<file path="config.mk">
export PLATFORM = sky130hd
export DESIGN_NAME = fpu_add_sequencer
export DESIGN_NICKNAME = d
export VERILOG_FILES = /design/src/rtl/fpu_pkg.sv /design/src/rtl/fpu_op_decode.sv /design/src/rtl/fpu_add_sequencer.sv
export SDC_FILE = /design/constraint.sdc
export NUM_CORES = 1
export LEC_CHECK = 0
export CAP_MARGIN = 10
export CORE_MARGIN = 2
export CORE_UTILIZATION = 38
export CTS_CLUSTER_DIAMETER = 100
export DETAILED_ROUTE_END_ITERATION = 10
export PLACE_DENSITY = 0.85
export REMOVE_ABC_BUFFERS = 1
export SYNTH_ARGS = -nofsm -noshare
export SYNTH_HDL_FRONTEND = slang
export SYNTH_SLANG_ARGS = --single-unit
</file>
<file path="constraint.sdc">
create_clock -name clk -period 1.6 [get_ports clk]
set_input_delay 0.32 -clock clk [delete_from_list [all_inputs] [get_ports clk]]
set_output_delay 0.32 -clock clk [all_outputs]
set_load 0.05 [all_outputs]
</file>
<file path="src/rtl/fpu_pkg.sv">
// Shared encodings for the FP add-class issue sequencer.
// Op codes, FSM states and the int/float conversion constant.
package fpu_pkg;

  localparam logic [1:0] FOP_FAD   = 2'd0;
  localparam logic [1:0] FOP_FSB   = 2'd1;
  localparam logic [1:0] FOP_FLT   = 2'd2;
  localparam logic [1:0] FOP_FLOOR = 2'd3;

  localparam logic [1:0] S_IDLE = 2'd0;
  localparam logic [1:0] S_RUN  = 2'd1;
  localparam logic [1:0] S_DONE = 2'd2;

  // 2^23: aligns the integer part into the mantissa
  localparam logic [31:0] CONV_K_DFLT = 32'h4B00_0000;

  typedef struct packed {
    logic        u;
    logic        v;
    logic [31:0] x;
    logic [31:0] y;
  } fa_opnd_t;

endpackage

</file>
<file path="src/rtl/fpu_op_decode.sv">
// Maps an add-class op and its operands onto adder controls.
// Purely combinational; registered by the sequencer at accept.
import fpu_pkg::*;

module fpu_op_decode #(
  parameter logic [31:0] CONV_K = CONV_K_DFLT
) (
  input  logic [1:0]  i_op,
  input  logic [31:0] i_x,
  input  logic [31:0] i_y,
  output logic        o_u,
  output logic        o_v,
  output logic [31:0] o_x,
  output logic [31:0] o_y
);

  always_comb begin
    o_u = 1'b0;
    o_v = 1'b0;
    o_x = i_x;
    o_y = i_y;
    unique case (i_op)
      FOP_FAD: ;
      FOP_FSB: o_y = {~i_y[31], i_y[30:0]};
      FOP_FLT: begin
        o_u = 1'b1;
        o_y = CONV_K;
      end
      FOP_FLOOR: begin
        o_v = 1'b1;
        o_y = CONV_K;
      end
    endcase
  end

endmodule

</file>
<file path="src/rtl/fpu_add_sequencer.sv">
// Issue/capture stage in front of the stalling pipelined FP adder.
// Holds adder inputs through RUN, captures z, with a stall watchdog.
import fpu_pkg::*;

module fpu_add_sequencer #(
  parameter int          MAX_CYC = 8,
  parameter logic [31:0] CONV_K  = CONV_K_DFLT
) (
  input  logic        clk,
  input  logic        rst,
  input  logic        ce,
  input  logic        req_valid,
  output logic        req_ready,
  input  logic [1:0]  req_op,
  input  logic [31:0] req_x,
  input  logic [31:0] req_y,
  output logic        rsp_valid,
  input  logic        rsp_ready,
  output logic [31:0] rsp_z,
  output logic        rsp_err,
  output logic        fa_run,
  output logic        fa_u,
  output logic        fa_v,
  output logic [31:0] fa_x,
  output logic [31:0] fa_y,
  input  logic        fa_stall,
  input  logic [31:0] fa_z
);

  localparam int CW = $clog2(MAX_CYC + 1);

  logic [1:0]    r_state;
  fa_opnd_t      r_opnd;
  logic [31:0]   r_z;
  logic          r_err;
  logic [CW-1:0] r_cnt;

  logic        w_run;
  logic        w_timeout;
  logic        w_u;
  logic        w_v;
  logic [31:0] w_x;
  logic [31:0] w_y;

  fpu_op_decode #(
    .CONV_K (CONV_K)
  ) u_dec (
    .i_op (req_op),
    .i_x  (req_x),
    .i_y  (req_y),
    .o_u  (w_u),
    .o_v  (w_v),
    .o_x  (w_x),
    .o_y  (w_y)
  );

  assign w_run     = (r_state == S_RUN);
  assign w_timeout = fa_stall && (r_cnt == CW'(MAX_CYC - 1));

  always_ff @(posedge clk or negedge rst) begin
    if (!rst) begin
      r_state <= S_IDLE;
      r_opnd  <= '0;
      r_z     <= '0;
      r_err   <= 1'b0;
      r_cnt   <= '0;
    end else if (ce) begin
      unique case (r_state)
        S_IDLE: begin
          if (req_valid) begin
            r_opnd  <= '{u: w_u, v: w_v, x: w_x, y: w_y};
            r_cnt   <= '0;
            r_state <= S_RUN;
          end
        end
        S_RUN: begin
          if (!fa_stall) begin
            r_z     <= fa_z;
            r_err   <= 1'b0;
            r_state <= S_DONE;
          end else if (w_timeout) begin
            r_z     <= '0;
            r_err   <= 1'b1;
            r_state <= S_DONE;
          end else begin
            r_cnt <= r_cnt + CW'(1);
          end
        end
        S_DONE: begin
          if (rsp_ready) begin
            r_err   <= 1'b0;
            r_state <= S_IDLE;
          end
        end
        default: r_state <= S_IDLE;
      endcase
    end
  end

  // Adder inputs are forced to zero outside RUN
  assign req_ready = (r_state == S_IDLE);
  assign rsp_valid = (r_state == S_DONE);
  assign rsp_z     = r_z;
  assign rsp_err   = r_err;
  assign fa_run    = w_run;
  assign fa_u      = w_run & r_opnd.u;
  assign fa_v      = w_run & r_opnd.v;
  assign fa_x      = w_run ? r_opnd.x : '0;
  assign fa_y      = w_run ? r_opnd.y : '0;

endmodule

</file>
Yosys cells after proc, flatten, opt, wreduce, memory -nomap -nowiden
Index checks and enable logic that the tools add are counted.

Word-level logic and storage cells: 54. Output and inout port bits: 102. Register bits: 105. Input port bits: 104.

Bitwise operators: 3. Mux-type cells: 20. Equal/unequal tests: 12. Add/subtract/negate cells: 1. Reductions and logical operators: 10.

Operator list (number): $mux 32 (4); $pmux 32 s2 (1); $mux 4 (3); $mux 2 (4); $pmux 4 s2 (1); $reduce_and 4->1 (2); $eq 2x2->1 const B (3); $ne 2x2->1 const B (3); $pmux 2 s3 (1); $reduce_and 3->1 (2); $mux 1 (5); $reduce_and 5->1 (1); $add 4x1->4 const B (1); $eq 2x1->1 const B (2); $eq 4x3->1 const B (1); $ne 2x1->1 const B (2); $reduce_bool 2->1 (2); $ne 3x2->1 const B (1); $and 1x1->1 (2); $logic_not 2->1 (1); $pmux 1 s2 (1); $reduce_or 2->1 (1); $logic_and 1x1->1 (1); $not 1->1 (1).

Longest topological paths before layout
Depth after elaboration: 5. Depth in mapped cells: 9. Depth with buffers taken out: 6.

Cells and area by module
From an unflattened synthesis, not the netlist that was laid out.

Cell total of the unflattened synthesis: 473. Area total of the unflattened synthesis: 5112.4 µm².

By module, submodules not included: fpu_add_sequencer (sequential area each 2627.5 µm², cells an instance 403, instances 1, area each 4631.9 µm²); fpu_op_decode (sequential area each 0.0 µm², cells an instance 70, instances 1, area each 480.5 µm²).

Least setup slack after synthesis
OpenSTA, ideal clock, no wires.

Path type: reg2out. Start: reg r_state[1]. End: out fa_u. Arrival: 1912 ps. Setup slack: -632 ps. Path buffers: 2. Required time: 1280 ps. Stages on the path, launching flop included: 6. Path through: dfrtp_1 > inv_1 > ha_1 > buf_2 > clkbuf_1 > and2_1.

Longest elaborated chain between the ends: 2.

Ends and longest elaborated chain: start, declared (line fpu_add_sequencer.sv:32) `logic [1:0] r_state;`; start signal, assigned (line fpu_add_sequencer.sv:62) `r_state <= S_IDLE;`; start signal, assigned (line fpu_add_sequencer.sv:73) `r_state <= S_RUN;`; start signal, assigned (line fpu_add_sequencer.sv:80) `r_state <= S_DONE;`; $eq 2x1->1 (line fpu_add_sequencer.sv:57) `assign w_run = (r_state == S_RUN);`; net fa_run (line fpu_add_sequencer.sv:21) `output logic fa_run,`; $and 1x1->1 (line fpu_add_sequencer.sv:106) `assign fa_u = w_run & r_opnd.u;`; end, declared (line fpu_add_sequencer.sv:22) `output logic fa_u,`.

The timed path passes the listed nets, and every way through them passes these cells.

Worst setup path after layout
Start: reg r_state[1]. End: out fa_x[21].

Longest elaborated chain between the ends: 2.

Ends and longest elaborated chain: $eq 2x1->1 (line fpu_add_sequencer.sv:57); $mux 32 (line fpu_add_sequencer.sv:108) `assign fa_x = w_run ? r_opnd.x : '0;`; end, declared (line fpu_add_sequencer.sv:24) `output logic [31:0] fa_x,`.

No other way between the ends.

==> impl_metrics.json <==
{
  "layout_common_cells": "sky130_fd_sc_hd__dfrtp_1 (104), sky130_fd_sc_hd__clkdlybuf4s50_1 (102), sky130_fd_sc_hd__nand2_1 (83), sky130_fd_sc_hd__buf_12 (83), sky130_fd_sc_hd__and2_4 (66)",
  "timing.final.crit_period_ps": 1920,
  "total_leakage_power_nw": 4.30,
  "routed_wire_length_per_instance_um": 18.2,
  "timing_worst_setup_path_type": "reg2out",
  "global_route_wire_length_before_repair_um": 22300,
  "seq_area_um2": 2630,
  "cts_max_level": 3,
  "postLayoutSetupSlackWorst_ps": -322,
  "port_buffers": 205,
  "synthesis.instances": 476,
  "route.detailed.drc": 0,
  "final-setup-viol-count": 146,
  "worst_setup_hold_path_clk_slew_ps": 70,
  "synthesis.yosys.warnings": 0,
  "clock_tree.buffer_depth": 2,
  "max_freq_mhz": 520,
  "detailed_place_hpwl_um": 9830,
  "final-hold-violation-count": 0,
  "worstMarginPinSlew_ps": 566,
  "tritoncts": "built",
  "post_synth_num_cell_types": 30,
  "failing_checks": "negative setup slack",
  "power.density_nw_per_um2": 2070,
  "initial_core_util_pct": 39.3,
  "place_congestion": 0.810,
  "finalCoreUtilization_pct": 76.2,
  "area.growth.synth_to_final_pct": 93.7,
  "synth-seq-cells": 105,
  "grt_setup_unrepaired": "yes",
  "floorplan.rows": 40,
  "yosysSeqAreaShare_pct": 54.9,
  "reg2reg_depth": 6,
  "cp_max_fanout": 7,
  "worst_ir_drop_vdd_mv": 1.26,
  "detailedRoute.firstPassIterationCount": 4,
  "final_common_cell": "sky130_fd_sc_hd__dfrtp_1",
  "fin_worst_skew_ps": 10.1,
  "i_o_pin_cnt": 206,
  "slew_headroom_pct": 62.3,
  "yosysTopAreaCell": "sky130_fd_sc_hd__dfrtp_1",
  "timing_max_transition_violations_final": 0,
  "first_iter_violations": 329,
  "core_um2": 12200,
  "antenna_cells_inserted": 0,
  "final_min_period_over_clock_period_pct": 120,
  "die-height_um": 116,
  "ctsRootBufferMaster": "sky130_fd_sc_hd__clkbuf_16",
  "ratio_of_cells_with_drive_above_1_in_the_final_layout_pct": 46.5,
  "wirelength_um": 16300,
  "grt_max_degree": 106,
  "globalRouteTotalUtil_pct": 21.4,
  "die-area_um2": 13500,
  "synthesis.area_um2": 4780,
  "outcome": "finished with violations",
  "cap_viol_max_count": 0,
  "multi_input_comb_area_um2": 2520,
  "cp_launch_type": "register",
  "vias_per_cell": 4.92,
  "fin_nets": 834,
  "dieWidth_um": 116,
  "worst_hold_path_type": "in2async",
  "critPathRequiredTime_ps": 1280,
  "route.vias.total": 4413,
  "grt_pass1_vias": 4398,
  "n_fill_cell": 755,
  "synth_top_area_share_pct": 54.9,
  "leading_post_synthesis_cells_by_cell_area": "sky130_fd_sc_hd__dfrtp_1 (55%), sky130_fd_sc_hd__and2_1 (8.6%), sky130_fd_sc_hd__nand2_1 (8.3%), sky130_fd_sc_hd__mux2_2 (7.8%), sky130_fd_sc_hd__o21ai_0 (3.8%)",
  "whs_ps": 46.2,
  "critPathCaptureType": "primary output",
  "clock_insertion_delay_worst_skew_ps": 340,
  "mean_cell_area_of_the_mapped_netlist_um2": 10.1,
  "grt_residual_overflow": 0,
  "cts-buffers-inserted": 9,
  "arr_time_crit_path_ps": 1600,
  "cts_num_sinks": 105,
  "cts_hold_buf": 0,
  "grt_antenna_before_repair": 0,
  "postRouteAntennaNets": 0
}
## per-stage QoR
stage	instances	area, um2	setup TNS, ps	worst slack [ps]	power [mW]
after global routing	897	9270	-38810	-378	19.9
after CTS	881	8670	-23010	-316	18.0
after detailed placement	842	7830	-16050	-329	14.4
after global placement	842	7830	-9450	-270	14.1
after floorplan	444	4630	-260460	-2230	9.69
final	897	9270	-29310	-322	19.1
## where the power goes
part           leakage [nW]  switching (mW)  internal, mW  total (mW)
combinational          2.83            6.28          5.94        12.2
clock                 0.142           0.935          1.29        2.23
sequential             1.33           0.836          3.86        4.70
## synthesized netlist by cell type
master	number
sky130_fd_sc_hd__a32oi_1	1
sky130_fd_sc_hd__nand4_1	3
sky130_fd_sc_hd__o21ai_1	30
sky130_fd_sc_hd__ha_1	5
sky130_fd_sc_hd__o211ai_1	1
sky130_fd_sc_hd__mux2_4	2
sky130_fd_sc_hd__nor2_1	6
sky130_fd_sc_hd__a21oi_1	3
sky130_fd_sc_hd__mux2_2	33
sky130_fd_sc_hd__a311oi_4	1
sky130_fd_sc_hd__o21ai_0	36
sky130_fd_sc_hd__dfrtp_1	105
sky130_fd_sc_hd__a211o_1	1
sky130_fd_sc_hd__buf_2	7
sky130_fd_sc_hd__o21ai_2	1
sky130_fd_sc_hd__nand2b_1	28
sky130_fd_sc_hd__xnor2_1	1
sky130_fd_sc_hd__buf_4	1
sky130_fd_sc_hd__a41oi_1	1
sky130_fd_sc_hd__nand2_1	106
sky130_fd_sc_hd__o31ai_1	1
sky130_fd_sc_hd__nand3_1	3
sky130_fd_sc_hd__nor3_1	1
sky130_fd_sc_hd__and2b_2	1
sky130_fd_sc_hd__inv_1	6
sky130_fd_sc_hd__clkbuf_1	21
sky130_fd_sc_hd__nand3b_4	1
sky130_fd_sc_hd__buf_6	3
sky130_fd_sc_hd__and2_1	66
sky130_fd_sc_hd__o311ai_0	1
## flip-flops by register name (all words and copies together) (netlist names)
| signal | cells |
|---|---|
| rsp_err | 1 |
| r_opnd | 66 |
| r_state | 2 |
| rsp_z | 32 |
| r_cnt | 4 |
## critical path, stage by stage, from the launching register on
cell                      delay [ps]
sky130_fd_sc_hd__dfrtp_1         390
sky130_fd_sc_hd__inv_2            80
sky130_fd_sc_hd__ha_4            240
sky130_fd_sc_hd__buf_12          150
sky130_fd_sc_hd__buf_16          120
sky130_fd_sc_hd__and2_4          160
sky130_fd_sc_hd__buf_12          130
## cell type report
type | instances | share of cell area, %
Inverter | 6 | 0.270
Clock inverter | 2 | 0.405
Clock buffer | 13 | 2.81
Sequential cell | 105 | 28.4
Timing Repair Buffer | 270 | 38.6
Tap cell | 168 | 2.27
Multi-Input combinational cell | 333 | 27.2
## cells by family after synthesis
group | after synthesis | synth area share (%)
DFF | 105 | 54.9
buffers and inverters | 38 | 3.71
xor gates and xnor gates | 1 | 0.183
adders and majority gates | 5 | 1.31
AOI/OAI and AO/OA | 77 | 9.00
and+or+nand+nor | 215 | 22.5
muxes | 35 | 8.39
## per-layer routing
layer,track usage [%],share of wire (%),vias up
met5,0,0,-
met4,6.83,2.4,0
met3,4.88,6.5,30
met2,39.0,53,186
met1,24.9,38,2145
li1,-,-,2052
## what timing repair did
action	4_1_cts	5_1_grt
pin swaps	4	17
buffers inserted	18	14
cloned	6	10
setup endpoints to repair	143	174
gates resized for setup	90	149
## path summary, 6_finish.rpt
path	slack, ps	startpoint	endpoint
worst max-delay path	-320	r_state[1]$_DFFE_PN0P_	fa_x[21]
worst min-delay path	50	rst	r_opnd[42]$_DFFE_PN0P_
worst max register to register	-260	r_state[1]$_DFFE_PN0P_	rsp_err$_DFFE_PN0P_
worst min register to register	490	rsp_z[26]$_DFFE_PN0P_	rsp_z[26]$_DFFE_PN0P_
max in group asynchronous	1120	rst	r_opnd[59]$_DFFE_PN0P_
min in group clk	490	rsp_z[26]$_DFFE_PN0P_	rsp_z[26]$_DFFE_PN0P_
Note: power is estimated with default switching activity, not from simulation.
